## config.mk

```make
export PLATFORM = sky130hd
export DESIGN_NAME = snake_step_scheduler
export DESIGN_NICKNAME = d
export VERILOG_FILES = /design/src/rtl/snake_step_scheduler_pkg.sv /design/src/rtl/snake_step_scheduler_vsync_tick_gen.sv /design/src/rtl/snake_step_scheduler.sv
export SDC_FILE = /design/constraint.sdc
export NUM_CORES = 1
export LEC_CHECK = 0
export ABC_AREA = 1
export CAP_MARGIN = 15
export CORE_UTILIZATION = 45
export DETAILED_ROUTE_END_ITERATION = 8
export PLACE_DENSITY = 0.71
export SETUP_SLACK_MARGIN = 0.15
export SLEW_MARGIN = 15
export SYNTH_ARGS = -nofsm -noshare
export SYNTH_HDL_FRONTEND = slang
export SYNTH_HIERARCHICAL = 1
export SYNTH_SLANG_ARGS = --single-unit
```

## constraint.sdc

```tcl
create_clock -name clk -period 5.1 [get_ports clk]
set_input_delay 1.02 -clock clk [delete_from_list [all_inputs] [get_ports clk]]
set_output_delay 1.02 -clock clk [all_outputs]
set_load 0.03 [all_outputs]
```

## src/rtl/snake_step_scheduler_pkg.sv

```systemverilog
// snake_step_scheduler_pkg: direction codes, grid defaults and FSM states shared by the step scheduler
package snake_step_scheduler_pkg;
  localparam logic [1:0] DIR_UP    = 2'b00;
  localparam logic [1:0] DIR_RIGHT = 2'b01;
  localparam logic [1:0] DIR_DOWN  = 2'b10;
  localparam logic [1:0] DIR_LEFT  = 2'b11;
  localparam int DEF_GRID_W = 40;
  localparam int DEF_GRID_H = 30;
  typedef enum logic [2:0] {S_INIT, S_IDLE, S_SHIFT_RD, S_SHIFT_WR, S_HEAD, S_OVER} state_t;
  // Opposite directions differ only in bit 1 (up/down, right/left)
  function automatic logic is_reversal(input logic [1:0] a, input logic [1:0] b);
    return (a ^ b) == 2'b10;
  endfunction
endpackage

```

## src/rtl/snake_step_scheduler_vsync_tick_gen.sv

```systemverilog
// snake_step_scheduler_vsync_tick_gen: counts vsync falling edges, one tick every TICK_FRAMES frames
module snake_step_scheduler_vsync_tick_gen #(
  parameter int TICK_FRAMES = 8
) (
  input  logic clk,
  input  logic reset,
  input  logic vsync,
  input  logic pause,
  output logic tick
);
  localparam int FW = TICK_FRAMES > 1 ? $clog2(TICK_FRAMES) : 1;
  localparam logic [FW-1:0] LAST = FW'(TICK_FRAMES - 1);
  logic vs_q;
  logic adv;
  logic [FW-1:0] frame_cnt;
  assign adv  = vs_q && !vsync && !pause;
  assign tick = adv && frame_cnt == LAST;
  always_ff @(posedge clk or posedge reset)
    if (reset) begin
      vs_q      <= 1'b0;
      frame_cnt <= '0;
    end else begin
      vs_q <= vsync;
      if (adv) frame_cnt <= tick ? '0 : frame_cnt + 1'b1;
    end
endmodule

```

## src/rtl/snake_step_scheduler.sv

```systemverilog
// snake_step_scheduler: one snake step per tick, shifting body and writing head into the segment RAM.
// Define SNAKE_WRAP_EN to wrap the head around grid edges instead of ending the game.
module snake_step_scheduler
  import snake_step_scheduler_pkg::*;
#(
  parameter int COORD_W     = 6,
  parameter int ADDR_W      = 6,
  parameter int MAX_LEN     = 64,
  parameter int INIT_LEN    = 3,
  parameter int GRID_W      = DEF_GRID_W,
  parameter int GRID_H      = DEF_GRID_H,
  parameter int TICK_FRAMES = 8
) (
  input  logic                 clk,
  input  logic                 reset,
  input  logic                 vsync,
  input  logic [1:0]           dir,
  input  logic                 pause,
  input  logic                 grow,
  input  logic [2*COORD_W-1:0] mem_rdata,
  output logic [ADDR_W-1:0]    mem_addr,
  output logic [2*COORD_W-1:0] mem_wdata,
  output logic                 mem_we,
  output logic [ADDR_W:0]      snake_len,
  output logic [COORD_W-1:0]   head_x,
  output logic [COORD_W-1:0]   head_y,
  output logic                 busy,
  output logic                 step_done,
  output logic                 game_over
);
  localparam logic [ADDR_W:0] MAXL  = (ADDR_W+1)'(MAX_LEN);
  localparam logic [ADDR_W:0] INITL = (ADDR_W+1)'(INIT_LEN);
  localparam logic [COORD_W-1:0] XC = COORD_W'(GRID_W / 2);
  localparam logic [COORD_W-1:0] YC = COORD_W'(GRID_H / 2);
  localparam logic signed [COORD_W:0] GW  = (COORD_W+1)'(GRID_W);
  localparam logic signed [COORD_W:0] GH  = (COORD_W+1)'(GRID_H);
  localparam logic signed [COORD_W:0] ONE = 1;
  state_t state;
  logic tick, tick_pend, grow_pend, pass, off;
  logic [1:0] dir_q, d;
  logic [ADDR_W:0] i, new_len;
  logic [2*COORD_W-1:0] nh, nh_q, wdata_q;
  logic signed [COORD_W:0] nx, ny;
  snake_step_scheduler_vsync_tick_gen #(.TICK_FRAMES(TICK_FRAMES)) u_tick (
    .clk   (clk),
    .reset (reset),
    .vsync (vsync),
    .pause (pause),
    .tick  (tick)
  );
  assign d  = is_reversal(dir, dir_q) ? dir_q : dir;
  assign nx = $signed({1'b0, head_x}) + (d == DIR_RIGHT ? ONE : d == DIR_LEFT ? -ONE : '0);
  assign ny = $signed({1'b0, head_y}) + (d == DIR_DOWN ? ONE : d == DIR_UP ? -ONE : '0);
  assign new_len = snake_len + (ADDR_W+1)'(grow_pend && snake_len < MAXL);
  // During SHIFT_WR the word read on the previous cycle passes straight through
  assign mem_wdata = pass ? mem_rdata : wdata_q;
`ifdef SNAKE_WRAP_EN
  localparam logic [COORD_W-1:0] XMAX = COORD_W'(GRID_W - 1);
  localparam logic [COORD_W-1:0] YMAX = COORD_W'(GRID_H - 1);
  logic [COORD_W-1:0] wx, wy;
  assign wx  = nx[COORD_W] ? XMAX : nx >= GW ? '0 : nx[COORD_W-1:0];
  assign wy  = ny[COORD_W] ? YMAX : ny >= GH ? '0 : ny[COORD_W-1:0];
  assign nh  = {wx, wy};
  assign off = 1'b0;
`else
  assign nh  = {nx[COORD_W-1:0], ny[COORD_W-1:0]};
  assign off = nx[COORD_W] || ny[COORD_W] || nx >= GW || ny >= GH;
`endif
  always_ff @(posedge clk or posedge reset)
    if (reset) begin
      state     <= S_INIT;
      i         <= '0;
      dir_q     <= DIR_RIGHT;
      nh_q      <= '0;
      wdata_q   <= '0;
      pass      <= 1'b0;
      tick_pend <= 1'b0;
      grow_pend <= 1'b0;
      mem_addr  <= '0;
      mem_we    <= 1'b0;
      snake_len <= INITL;
      head_x    <= XC;
      head_y    <= YC;
      busy      <= 1'b1;
      step_done <= 1'b0;
      game_over <= 1'b0;
    end else begin
      step_done <= 1'b0;
      if (tick && state != S_IDLE) tick_pend <= 1'b1;
      case (state)
        S_INIT:
          if (i == INITL) begin
            mem_we <= 1'b0;
            busy   <= 1'b0;
            state  <= S_IDLE;
          end else begin
            mem_we   <= 1'b1;
            mem_addr <= ADDR_W'(i);
            wdata_q  <= {XC - COORD_W'(i), YC};
            i        <= i + 1'b1;
          end
        S_IDLE:
          if (tick || tick_pend) begin
            tick_pend <= 1'b0;
            dir_q     <= d;
            if (off) begin
              game_over <= 1'b1;
              state     <= S_OVER;
            end else begin
              nh_q      <= nh;
              snake_len <= new_len;
              grow_pend <= 1'b0;
              i         <= new_len - 1'b1;
              mem_addr  <= ADDR_W'(new_len - 2'd2);
              busy      <= 1'b1;
              state     <= S_SHIFT_RD;
            end
          end
        S_SHIFT_RD: begin
          mem_addr <= ADDR_W'(i);
          mem_we   <= 1'b1;
          pass     <= 1'b1;
          state    <= S_SHIFT_WR;
        end
        S_SHIFT_WR: begin
          pass <= 1'b0;
          i    <= i - 1'b1;
          if (i == 1) begin
            mem_addr <= '0;
            wdata_q  <= nh_q;
            state    <= S_HEAD;
          end else begin
            mem_addr <= ADDR_W'(i - 2'd2);
            mem_we   <= 1'b0;
            state    <= S_SHIFT_RD;
          end
        end
        S_HEAD: begin
          mem_we    <= 1'b0;
          head_x    <= nh_q[2*COORD_W-1:COORD_W];
          head_y    <= nh_q[COORD_W-1:0];
          step_done <= 1'b1;
          busy      <= 1'b0;
          state     <= S_IDLE;
        end
        S_OVER: ;
        default: state <= S_INIT;
      endcase
      // A new grow pulse wins over the clear done when a step consumes the old one
      if (grow && snake_len < MAXL) grow_pend <= 1'b1;
    end
endmodule
```

Word-level counts from Yosys, hierarchy flattened
Index checks and enable logic that the tools add are counted.

Register bits after elaboration: 72. Output and inout bits: 41. Logic and storage cells: 126.

Multiplexer cells: 40. $lt $le $gt $ge: 3. Add/sub/neg operators: 10. Reductions and logical operators: 32. Bitwise gates (word level): 3. Eq/ne operators: 20.

Operator list (count): $mux W7 (7); $mux W12 (3); $mux W6 (4); $pmux W12 S2 (1); $pmux W6 S4 (1); $pmux W7 S3 (1); $pmux W3 S6 (1); $mux W3 (5); $reduce_and A3 Y1 (5); $add A6 B7 Y7 (2); $sub A7 B1 Y7 const B (2); $mux W1 (13); $ne A2 B2 Y1 const B (6); $reduce_and A4 Y1 (3); $sub A6 B2 Y6 const B (2); $eq A3 B3 Y1 const B (3); $reduce_bool A2 Y1 (4); $reduce_bool A4 Y1 (2); $add A7 B1 Y7 (1); $add A7 B1 Y7 const B (1); $eq A7 B1 Y1 const B (1); $eq A7 B2 Y1 const B (1); $ge A7 B6 Y1 const B (1); $ge A7 B7 Y1 const B (1); 22 further kinds (37).

Depth between registers and ports, before layout
Depth after elaboration: 14. Mapped depth: 24.

Modules after synthesis
Netlist, hierarchy kept.

By module, submodules not included: snake_step_scheduler (cells an instance 645, area an instance 4630.7 um^2, times used 1, seq. area each 1714.1 um^2); snake_step_scheduler_vsync_tick_gen (cells an instance 25, area an instance 203.9 um^2, times used 1, seq. area each 100.1 um^2).

Worst setup path before layout
Ideal clock, no wire load.

Path kind: in2reg. From: in dir[0]. To: reg snake_len[2]. Data arrival time: 3.104 ns. Path slack: 1.878 ns. Library setup time: 0.118 ns. Buffers on the path: 2. Data required time: 4.982 ns. Stages: 24. Cell sequence: buf_6 -> inv_8 -> nand2_2 -> nand3_4 -> nand2_4 -> nand3_2 -> nand2_1 -> inv_1 -> ha_1 -> inv_1 -> nand2_1 -> nand2_1 -> nor2_1 -> nor2_1 -> nand2_1 -> nand2_1 -> nor2_1 -> nor2_1 -> nand3_4 -> nor2_8 -> nand2_4 -> buf_6 -> nand2_1 -> nand2_1.

Longest elaborated chain between the ends: 12. Elaborated cells on any way between the ends: 20.

RTL lines: start: declaration (RTL line snake_step_scheduler.sv:17) `input logic [1:0] dir,`; $xor A2 B2 Y2 (RTL line snake_step_scheduler_pkg.sv:12) `return (a ^ b) == 2'b10;`; $eq A2 B2 Y1 (RTL line snake_step_scheduler_pkg.sv:12); $mux W2 * (RTL line snake_step_scheduler.sv:51) `assign d = is_reversal(dir, dir_q) ? dir_q : dir;`; $eq A2 B2 Y1 / $logic_not A2 Y1 (equally long branches) (RTL line snake_step_scheduler.sv:52, snake_step_scheduler.sv:53); $mux W7 (on tied branches) (2 in series) (RTL line snake_step_scheduler.sv:52, snake_step_scheduler.sv:53); $add A6 B7 Y7 (on tied branches) (RTL line snake_step_scheduler.sv:52, snake_step_scheduler.sv:53); $ge A7 B7 Y1 / $logic_or A1 B1 Y1 (equally long branches) (RTL line snake_step_scheduler.sv:67) `assign off = nx[COORD_W] || ny[COORD_W] || nx >= GW || ny >= GH;`; $logic_or A1 B1 Y1 (RTL line snake_step_scheduler.sv:67); $logic_or A1 B1 Y1 * (RTL line snake_step_scheduler.sv:67); $not A1 Y1 (no source line) *; $reduce_and A3 Y1 (no source line) *; end signal: assignment (RTL line snake_step_scheduler.sv:111) `snake_len <= new_len;`; end: declaration (RTL line snake_step_scheduler.sv:24) `output logic [ADDR_W:0] snake_len,`.

Mark *: on every way between the ends. The rest lies on a longest branch, timed or not. A chain may end at the register's enable or synchronous reset.

Final worst setup path
From: in dir[0]. To: reg nh_q[4].

Longest elaborated chain between the ends: 12. Elaborated cells on any way between the ends: 20.

RTL lines: $xor A2 B2 Y2 (RTL line snake_step_scheduler_pkg.sv:12); $eq A2 B2 Y1 (RTL line snake_step_scheduler_pkg.sv:12); $mux W2 * (RTL line snake_step_scheduler.sv:51); $eq A2 B2 Y1 / $logic_not A2 Y1 (equally long branches) (RTL line snake_step_scheduler.sv:52, snake_step_scheduler.sv:53); $mux W7 (on tied branches) (2 in series) (RTL line snake_step_scheduler.sv:52, snake_step_scheduler.sv:53); $add A6 B7 Y7 (on tied branches) (RTL line snake_step_scheduler.sv:52, snake_step_scheduler.sv:53); $ge A7 B7 Y1 / $logic_or A1 B1 Y1 (equally long branches) (RTL line snake_step_scheduler.sv:67); $logic_or A1 B1 Y1 (2 in series) (RTL line snake_step_scheduler.sv:67); $not A1 Y1 (no source line); $reduce_and A3 Y1 (no source line); end signal: assignment (RTL line snake_step_scheduler.sv:110) `nh_q <= nh;`; end: declaration (RTL line snake_step_scheduler.sv:42) `logic [2*COORD_W-1:0] nh, nh_q, wdata_q;`.

Marks and branches as above.

==> results.py <==
metrics = {
    "clock_network": {
        "clkTransAtPathRegs_ps": 80,
        "post_cts_setup_inserts": 0,
        "hold_buf_cts": 0,
        "insertion_delay_ps": 360,
        "tritoncts_num_sinks": 72,
        "cts_htree_levels": 3,
        "cts_inserted_buffers": 9,
        "tritoncts": "yes",
        "postCtsResizedCells": 0,
        "cts-root-buf": "clkbuf_8",
        "clock_path_buffers": 2,
    },
    "timing": {
        "final.min_clock_period_ps": 4070,
        "timing.clock.skew_ps": 7.67,
        "setup_tns_ps": 0,
        "report.final.hold_viol_count": 0,
        "setup_repair_after_global_routing_missed_its_margin": "false",
        "worst-slew-pin-transition_ps": 927,
        "timing.final.crit_share_pct": 79.9,
        "maxClockFrequency_ghz": 0.245,
        "setup_viol": 0,
        "timing.final.max_slew_violations": 0,
        "timing.slew.headroom_pct": 38.1,
    },
    "placement": {
        "gp_congestion": 0.919,
        "detailed_place_hpwl_um": 9100,
        "dpl.cell_count": 846,
        "port_buffers": 59,
    },
    "yosys": {
        "number_of_enable_type_register_cells_in_the_synthesized_netlist": 0,
        "synthesis.area_um2": 4830,
        "ys.flop_type": "dfrtp_1",
        "postSynthRegisterBits": 72,
        "synthesis.area_per_instance_um2": 7.22,
        "sequential_to_total_area_share_from_yosys_stat_pct": 37.5,
        "yosysUniqueCellTypes": 41,
        "synthesis.yosys.warnings": 6,
        "instance_count_of_the_mapped_netlist": 670,
        "asyncSetResetFlopFracSynth_pct": 100,
        "syn_nets": 709,
    },
    "setup_path": {
        "endpoint_kind": "register",
        "critPathArrivalTime_ps": 4330,
        "critical_path_peak_fanout": 20,
        "worstSetupEndpoint": "nh_q[4]",
        "worstSetupPathType": "primary input to register",
        "reg_to_reg_slack_setup_ps": 2000,
        "setup.worst_path.start_class": "primary input",
        "worst_endpoint_required_time_ps": 5360,
        "crit-reg2reg-capture": "nh_q[4]",
        "regToRegStartpoint": "dir_q[0]",
        "reg2regPathDepth": 22,
        "critPathLaunch": "dir[0]",
    },
    "routing": {
        "detail_route.wirelength_um": 12200,
        "routed_wire_length_per_instance_um": 14.1,
        "detailroute.via_count": 4499,
        "via_per_inst": 5.22,
        "drc": 0,
        "dr.first_iter.drc_count": 265,
        "dr.pass1.iters": 5,
        "route.antenna.remaining_nets": 0,
    },
    "final_layout": {
        "finish.cell_count_without_fillers": 862,
        "area_growth_syn_to_layout_pct": 18.2,
        "design.final.nets": 760,
        "drive_gt1_share_pct": 8.82,
        "diodes_inserted": 0,
    },
    "pwr": {
        "power.density_cell_area_nw_per_um2": 471,
        "vdd_ir_drop_max_v": 0.000265,
        "power.static_leakage_nw": 2.86,
    },
    "grt": {
        "gr-usage-all-layers_pct": 23.8,
        "antenna_found_initial": 0,
        "gr-total-overflow": 0,
        "grt_first_pass_wirelength_um": 21000,
        "via_count_of_the_first_global_routing_pass": 4464,
        "grt_max_degree": 53,
    },
    "floorplanning": {
        "die-width_um": 106,
        "initial_utilization_pct": 46.6,
        "floorplan.die_area_um2": 11200,
        "die-height_um": 106,
        "count_of_standard_cell_rows": 37,
        "io_pins": 60,
        "core-area_um2": 10400,
    },
    "run_status": {
        "run_status": "finished clean",
    },
    "run": {
        "maxCapViolCount": 0,
    },
    "worst_hold_path": {
        "path_type_of_the_worst_min_delay_path": "register to register",
    },
}
[sequential cells by signal, summed over array words and instances (netlist names)]
| name | cells |
|---|---|
| mem_addr | 6 |
| dir_q | 2 |
| mem_we | 1 |
| game_over | 1 |
| grow_pend | 1 |
| pass | 1 |
| state | 3 |
| busy | 1 |
| nh_q | 12 |
| u_tick/frame_cnt | 3 |
| tick_pend | 1 |
| head_y | 6 |
| u_tick/vs_q | 1 |
| step_done | 1 |
| wdata_q | 12 |
| i | 7 |
| snake_len | 7 |
| head_x | 6 |
[cell usage after synthesis, drive strengths merged, types with 6 or more instances]
library cell / instances / area share, %
nand3: 58 / 7.9
ha: 20 / 5.2
nor3: 6 / 0.62
xor2: 9 / 1.6
dfrtp: 62 / 32
nor2: 50 / 4.3
clkbuf: 17 / 1.3
dfstp: 10 / 5.4
nand3b: 8 / 1.2
o21ai: 62 / 6.4
a21oi: 17 / 1.9
buf: 6 / 1.2
nand4: 18 / 2.3
inv: 90 / 7.1
nand2: 213 / 17
[worst max-delay path, cell delays in order]
cell and delay (ps):
clkdlybuf4s50_1 860, inv_8 100, nand2_2 120, nand3_4 100, nand2_4 100, nand3_2 110, nand2_1 110, inv_1 60
ha_1 180, inv_1 60, nand2_1 80, nand2_1 100, nor2_1 60, nor2_1 80, nand2_1 50, nand2_1 90
nor2_1 50, nor2_1 170, nand3_4 150, nor2_8 270, nand2_4 210, nand2_1 110, nand2_1 60
[cells by family after synthesis]
family	Yosys count	synth area share (%)
buffers and inverters	114	9.73
AO/OA/AOI/OAI	98	11.5
AND/OR/NAND/NOR	354	33.9
XOR/XNOR	12	2.17
flip-flops	72	37.5
adder cells (fa/ha/maj)	20	5.18
[per-stage QoR]
step	total power [mW]	worst slack [ps]	hold slack (ps)	instance area, um^2	utilization (%)
2_1_floorplan	1.80	1880	442	4830	-
3_3_place_gp	2.18	747	456	5510	53.1
3_5_place_dp	2.21	662	457	5510	53.1
4_1_cts	2.69	1060	477	5710	55.1
5_1_grt	2.91	786	505	5710	55.1
6_report	2.69	1030	475	5710	55.1
[cells in the final DEF (no fill, tap or decap), types with 3 or more instances in the layout]
master / instances
o21ai_0: 60
dfstp_2: 10
nor2_1: 47
nor3_1: 6
xor2_1: 9
inv_1: 84
nand3_1: 46
xnor2_1: 3
dfrtp_1: 62
nand3b_1: 8
clkdlybuf4s50_1: 59
nand4_1: 18
buf_4: 4
nand2_2: 6
clkbuf_8: 10
o311ai_0: 3
nand3_4: 4
o211ai_1: 4
inv_2: 4
ha_1: 20
a21oi_1: 15
nand2_4: 4
nand2_1: 203
nand3_2: 8
[layout make-up]
type,instances,area [um^2]
multi-input combinational,484,2550
timing repair buffer,63,621
fill,975,4660
sequential,72,1810
inverter,91,350
clock buffer,10,138
tap,136,170
clock inverter,6,67.6
[layer usage]
layer / part of all wire [%] / up-vias / global-route usage, % / wire length, um
li1: - / 2263 / - / -
met1: 45 / 2108 / 30.1 / 5470
met2: 49 / 105 / 40.3 / 5930
met3: 4.5 / 23 / 4.82 / 549
met4: 1.9 / 0 / 8.23 / 233
met5: 0 / - / 0 / 0
[how the worst min path moves through the flow]
stage	start	end	slack, ps	cells after the start
after CTS	mem_addr[0]	mem_addr[0]	480	2
after floorplan	grow_pend	grow_pend	440	2
after detailed placement	mem_addr[0]	mem_addr[0]	460	2
after global routing	i[6]	i[6]	500	2
after global placement	i[6]	i[6]	460	2
final	mem_addr[5]	mem_addr[5]	480	2
[power breakdown]
| group | total [mW] | internal, mW | switching, mW |
|---|---|---|---|
| Clock | 0.476 | 0.241 | 0.235 |
| Sequential | 0.832 | 0.712 | 0.120 |
| Combinational | 1.38 | 0.475 | 0.905 |
(Power assumes the default switching activity.)
==> variant 1: new RTL, same flow settings <==
Re-encode `state_t` (6 states) as one-hot, 6 bits wide.
--- a/src/rtl/snake_step_scheduler_pkg.sv
+++ b/src/rtl/snake_step_scheduler_pkg.sv
@@ -7,5 +7,5 @@
   localparam int DEF_GRID_W = 40;
   localparam int DEF_GRID_H = 30;
-  typedef enum logic [2:0] {S_INIT, S_IDLE, S_SHIFT_RD, S_SHIFT_WR, S_HEAD, S_OVER} state_t;
+  typedef enum logic [5:0] {S_INIT = 6'b000001, S_IDLE = 6'b000010, S_SHIFT_RD = 6'b000100, S_SHIFT_WR = 6'b001000, S_HEAD = 6'b010000, S_OVER = 6'b100000} state_t;
   // Opposite directions differ only in bit 1 (up/down, right/left)
   function automatic logic is_reversal(input logic [1:0] a, input logic [1:0] b);
Check against the original RTL: same outputs for any inputs over 10 cycles, from zero or initial values and one cycle with reset high; not proved beyond that.
==> variant 1 against the original RTL <==
  * Worst setup slack lost 110 ps
  * Non-clock buffer count is 1 lower
  * Design area is 6.2% higher
  * Fmax down 2.6%
  * Synthesized cell count grew 1.2%
  * Sequential power hardly changed
  * Sequential share of layout area fell by 0.58 points
  * Clock power grew 50%
  * Sequential cell count rose by 3
  * Wire length up 6.8%
  * Synthesized area grew 6.1%
  * Utilization rose by 0.13 points
  * Power grew 5.7%
==> variant 1: results (changes against the original RTL) <==
| Metric | Value |
|---|---|
| Pre-Repair DR Iteration Count | `4 (-1)` |
| Synth cell types | `50 (+22%)` |
| Slew margin rel. | `32.7% (-5.4 points)` |
| Total GRT Usage | `24.1% (+0.34 points)` |
| Synth top area cells | `dfrtp_1 (31%), nand2_1 (14%), inv_1 (7.2%)` |
| Dpl ws | `583 ps (-78.9 ps)` |
| Largest net degree at the start of global routing | `49 (-7.5%)` |
| DP Area | `5730 µm² (+4.1%)` |
| Fill cells | `1036 (+6.3%)` |
| R2R Path Start | `state[5]` |
| Post-synth top cells | `nand2_1 (194), inv_1 (99), dfrtp_1 (64)` |
| Detailed-routing wirelength on met1 | `5.94 mm (+8.4%)` |
| Met3 Track Usage GR | `3.77% (-1.1 points)` |
| Final #Nets | `763 (+0.39%)` |
| Post-Syn Area per Cell | `7.56 µm² (+4.8%)` |
| Layout Area Growth over Synthesis | `18.2% (about the same)` |
| Status | `finished, final reports clean` |
| Metal3 WL | `553 µm (+0.73%)` |
| Met2 usage | `39.2% (-1.1 points)` |
| Worst stage delay on the critical path | `800 ps (-60 ps)` |
| DP HPWL | `9.86 mm (+8.3%)` |
| Inst Count DP | `853 (+0.83%)` |
| Clock-pin slew on the worst setup and hold paths | `60 ps (-20 ps)` |
| Critical Path Fanout Max | `21 (+5.0%)` |
| Layout cell share with drive strength beyond 1 | `10.8% (+2.0 points)` |
| Syn_nets | `717 (+1.1%)` |
| Initial DRC count | `337 (+27%)` |
| Worst EP arrival | `4410 ps (+80 ps)` |
| Routed length on met2 | `6.07 mm (+2.4%)` |
| Root buffer cell | `clkbuf_16` |
| Worst vdd ir | `0.388 mV (+47%)` |
| Post-Route WL | `13.0 mm (+6.8%)` |
| Vias in the first global route | `4604 (+3.1%)` |
variant 1: cell count changes after synthesis, moves of 5 or more:
| cell | unedited run | this run |
|---|---|---|
| nand2_1 | 203 | 194 |
| nand4_1 | 18 | 39 |
| nand2_2 | 6 | 11 |
| nor2_1 | 48 | 32 |
| nand3b_1 | 8 | 3 |
| inv_1 | 85 | 99 |
| o21ai_0 | 60 | 53 |
| a21oi_1 | 15 | 10 |
| nand3_1 | 46 | 38 |
variant 1: layout make-up:
cell class | count | share of cell area (%)
clock buffers | 9 | 3.71
clock inverters | 7 | 1.77
inverters | 104 | 6.60
multi-input cells | 472 | 43.7
flip-flops and latches | 75 | 31.2
well taps | 140 | 2.89
repair buffers | 62 | 10.1
variant 1: path summary, 6_finish.rpt:
path / depth (start not counted) / end / slack [ps]
worst max-delay path: 19 / snake_len[5] / 920
worst min register to register: 2 / game_over / 470
worst max register to register: 9 / wdata_q[11] / 1740
max in group asynchronous: 3 / head_y[2] / 2900
worst min-delay path: 2 / game_over / 470
min in group asynchronous: 2 / u_tick/frame_cnt[2] / 910
variant 1: worst reg2reg max path, stage by stage (launching register included):
cell      delay, ps
dfrtp_1         400
nor2_1          140
inv_1           130
nor4_4          580
inv_1           480
nor2_1          290
inv_1           120
a21oi_2         710
o221ai_1        290
o21ai_0         130
variant 1: power by group through the flow:
stage	Combinational (µW)	Clock [µW]	Sequential (µW)
global placement	1260	0	839
detailed placement	1290	0	844
global route	1450	751	854
finish	1300	713	834
floorplan	940	0	837
CTS	1290	723	834
variant 1: logic make-up (layout without fill, tap and decap cells):
kind of cell    Yosys count  in the layout  synth area share [%]
xor+xnor                 10             10                  1.71
simple gates            351            351                  34.4
compound gates           90             90                  10.5
fa+ha+maj                20             20                  4.88
flops                    75             75                  36.9
mux                       1              1                 0.220
buf+inv                 131            182                  11.4
==> variant 2: new RTL, same settings <==
Made on the original files. `TICK_FRAMES` is set to 8 in 2 places; all go to 32.
--- a/src/rtl/snake_step_scheduler_vsync_tick_gen.sv
+++ b/src/rtl/snake_step_scheduler_vsync_tick_gen.sv
@@ -1,5 +1,5 @@
 // snake_step_scheduler_vsync_tick_gen: counts vsync falling edges, one tick every TICK_FRAMES frames
 module snake_step_scheduler_vsync_tick_gen #(
-  parameter int TICK_FRAMES = 8
+  parameter int TICK_FRAMES = 32
 ) (
   input  logic clk,
--- a/src/rtl/snake_step_scheduler.sv
+++ b/src/rtl/snake_step_scheduler.sv
@@ -10,5 +10,5 @@
   parameter int GRID_W      = DEF_GRID_W,
   parameter int GRID_H      = DEF_GRID_H,
-  parameter int TICK_FRAMES = 8
+  parameter int TICK_FRAMES = 32
 ) (
   input  logic                 clk,
Check against the original RTL: same outputs for any inputs over 10 cycles, from zero or initial values and one cycle with reset high; that may be too few to reach the edited logic, so the function may still have changed.
==> variant 2 against the original RTL <==
  * Die area is 2.3% higher
  * Critical path type unchanged
  * Fmax is 1.2% higher
  * Critical endpoint is now nh_q[7]
  * Worst setup slack better by 47 ps
  * Wire length is 0.69% lower
  * Synthesized area is 2.4% higher
  * Design area is 2.6% higher
  * Sequential cell count is 2 higher
  * Sequential share of layout area is 0.054 points higher
Power is not compared: it rests on default switching activity, and its combinational part moved more than twofold at a synthesized area within 25%.
==> variant 2: results (changes against the original RTL) <==
| Metric | Value |
|---|---|
| Status | `finished, final reports clean` |
| Synth top area cells | `dfrtp_1 (32%), nand2_1 (15%), inv_1 (6.4%)` |
| DP HPWL | `9.08 mm (-0.21%)` |
| Syn_nets | `720 (+1.6%)` |
| RR Endpoint | `nh_q[7]` |
| Post-synthesis sequential area ratio | `37.7% (+0.15 points)` |
| Largest net degree at the start of global routing | `38 (-28%)` |
| Global-route wire length before repair | `20.4 mm (-2.7%)` |
| Hold Crit Class | `reg -> reg` |
| Layout cell share with drive strength beyond 1 | `8.96% (+0.14 points)` |
| R2R setup slack | `2060 ps (+60 ps)` |
| Total GRT Usage | `22.5% (-1.3 points)` |
| Routed len/inst | `13.9 µm (-1.9%)` |
| Drt via density | `5.31 (+1.7%)` |
| Least-Margin Pin Slew | `812 ps (-116 ps)` |
| Worst EP arrival | `4270 ps (-60 ps)` |
| Placer Congestion | `0.873 (-5.1%)` |
| Initial antenna violation count | `0 (unchanged)` |
| Clk_skew | `10.3 ps (+2.64 ps)` |
| Initial DRC count | `288 (+8.7%)` |
| Vias in the first global route | `4428 (-0.81%)` |
| DP Area | `5620 µm² (+2.1%)` |
| Final #Nets | `771 (+1.4%)` |
| Mapped Cells | `681 (+1.6%)` |
| Post-synth top cells | `nand2_1 (204), inv_1 (84), dfrtp_1 (64)` |
| Clock-pin slew on the worst setup and hold paths | `80 ps (about the same)` |
| Post-Route WL | `12.1 mm (-0.69%)` |
| Inst Count DP | `857 (+1.3%)` |
| Hold path start | `grow_pend` |
variant 2: how the worst max path moves through the flow:
stage | start | to | cells past startpoint
after floorplan | dir[0] | snake_len[2] | 24
after detailed placement | dir[0] | nh_q[7] | 19
after CTS | dir[0] | nh_q[6] | 19
after global placement | dir[0] | nh_q[5] | 18
after global routing | dir[0] | nh_q[6] | 23
final | dir[0] | nh_q[7] | 23
variant 2: kinds of logic after synthesis:
kind of cell / count (synthesis) / synth area share (%)
and+or+nand+nor: 357 / 33.8
xor gates and xnor gates: 12 / 2.12
AOI/OAI and AO/OA: 104 / 11.8
DFF: 74 / 37.7
adders and majority gates: 20 / 5.06
buffers and inverters: 114 / 9.51
variant 2: critical path, stage by stage:
cell	delay [ps]
clkdlybuf4s50_1	870
inv_8	100
nand2_2	120
nand3_2	90
nand3_2	140
nand2_1	100
nand2_1	90
inv_1	60
ha_1	180
inv_1	70
nand2_1	70
nand2_1	80
nor2_1	50
nor2_1	80
nand2_1	50
nand2_1	70
nor2_1	50
nor2_1	160
nand3_4	140
nor2_8	270
nand2_4	210
nand2_1	110
nand2_1	50
variant 2: area by class of cell:
class | count | area [µm²]
Clock buffer | 10 | 128
Clock inverter | 6 | 113
Fill cell | 998 | 4650
Inverter | 91 | 349
Multi-Input combinational cell | 493 | 2620
Sequential cell | 74 | 1860
Tap cell | 136 | 170
Timing Repair Buffer | 63 | 621
variant 2: per-stage QoR:
stage | setup WS, ps | hold WS [ps]
floorplan | 1880 | 442
global placement | 806 | 455
detailed placement | 718 | 459
CTS | 1090 | 481
global route | 605 | 518
finish | 1070 | 478
variant 2: layer usage:
| layer | share of wire, % | GRT usage (%) | vias up |
|---|---|---|---|
| li1 | - | - | 2310 |
| met1 | 45 | 29.2 | 2140 |
| met2 | 46 | 37.2 | 144 |
| met3 | 4.6 | 3.47 | 38 |
| met4 | 3.7 | 9.98 | 0 |
| met5 | 0 | 0 | - |
variant 2: power breakdown:
group	leakage, µW	internal [µW]	switching, µW	total, µW
Clock	0.000121	327	232	559
Combinational	0.00187	168	326	495
Sequential	0.000973	644	35.9	680
Total	0.00296	1140	594	1730
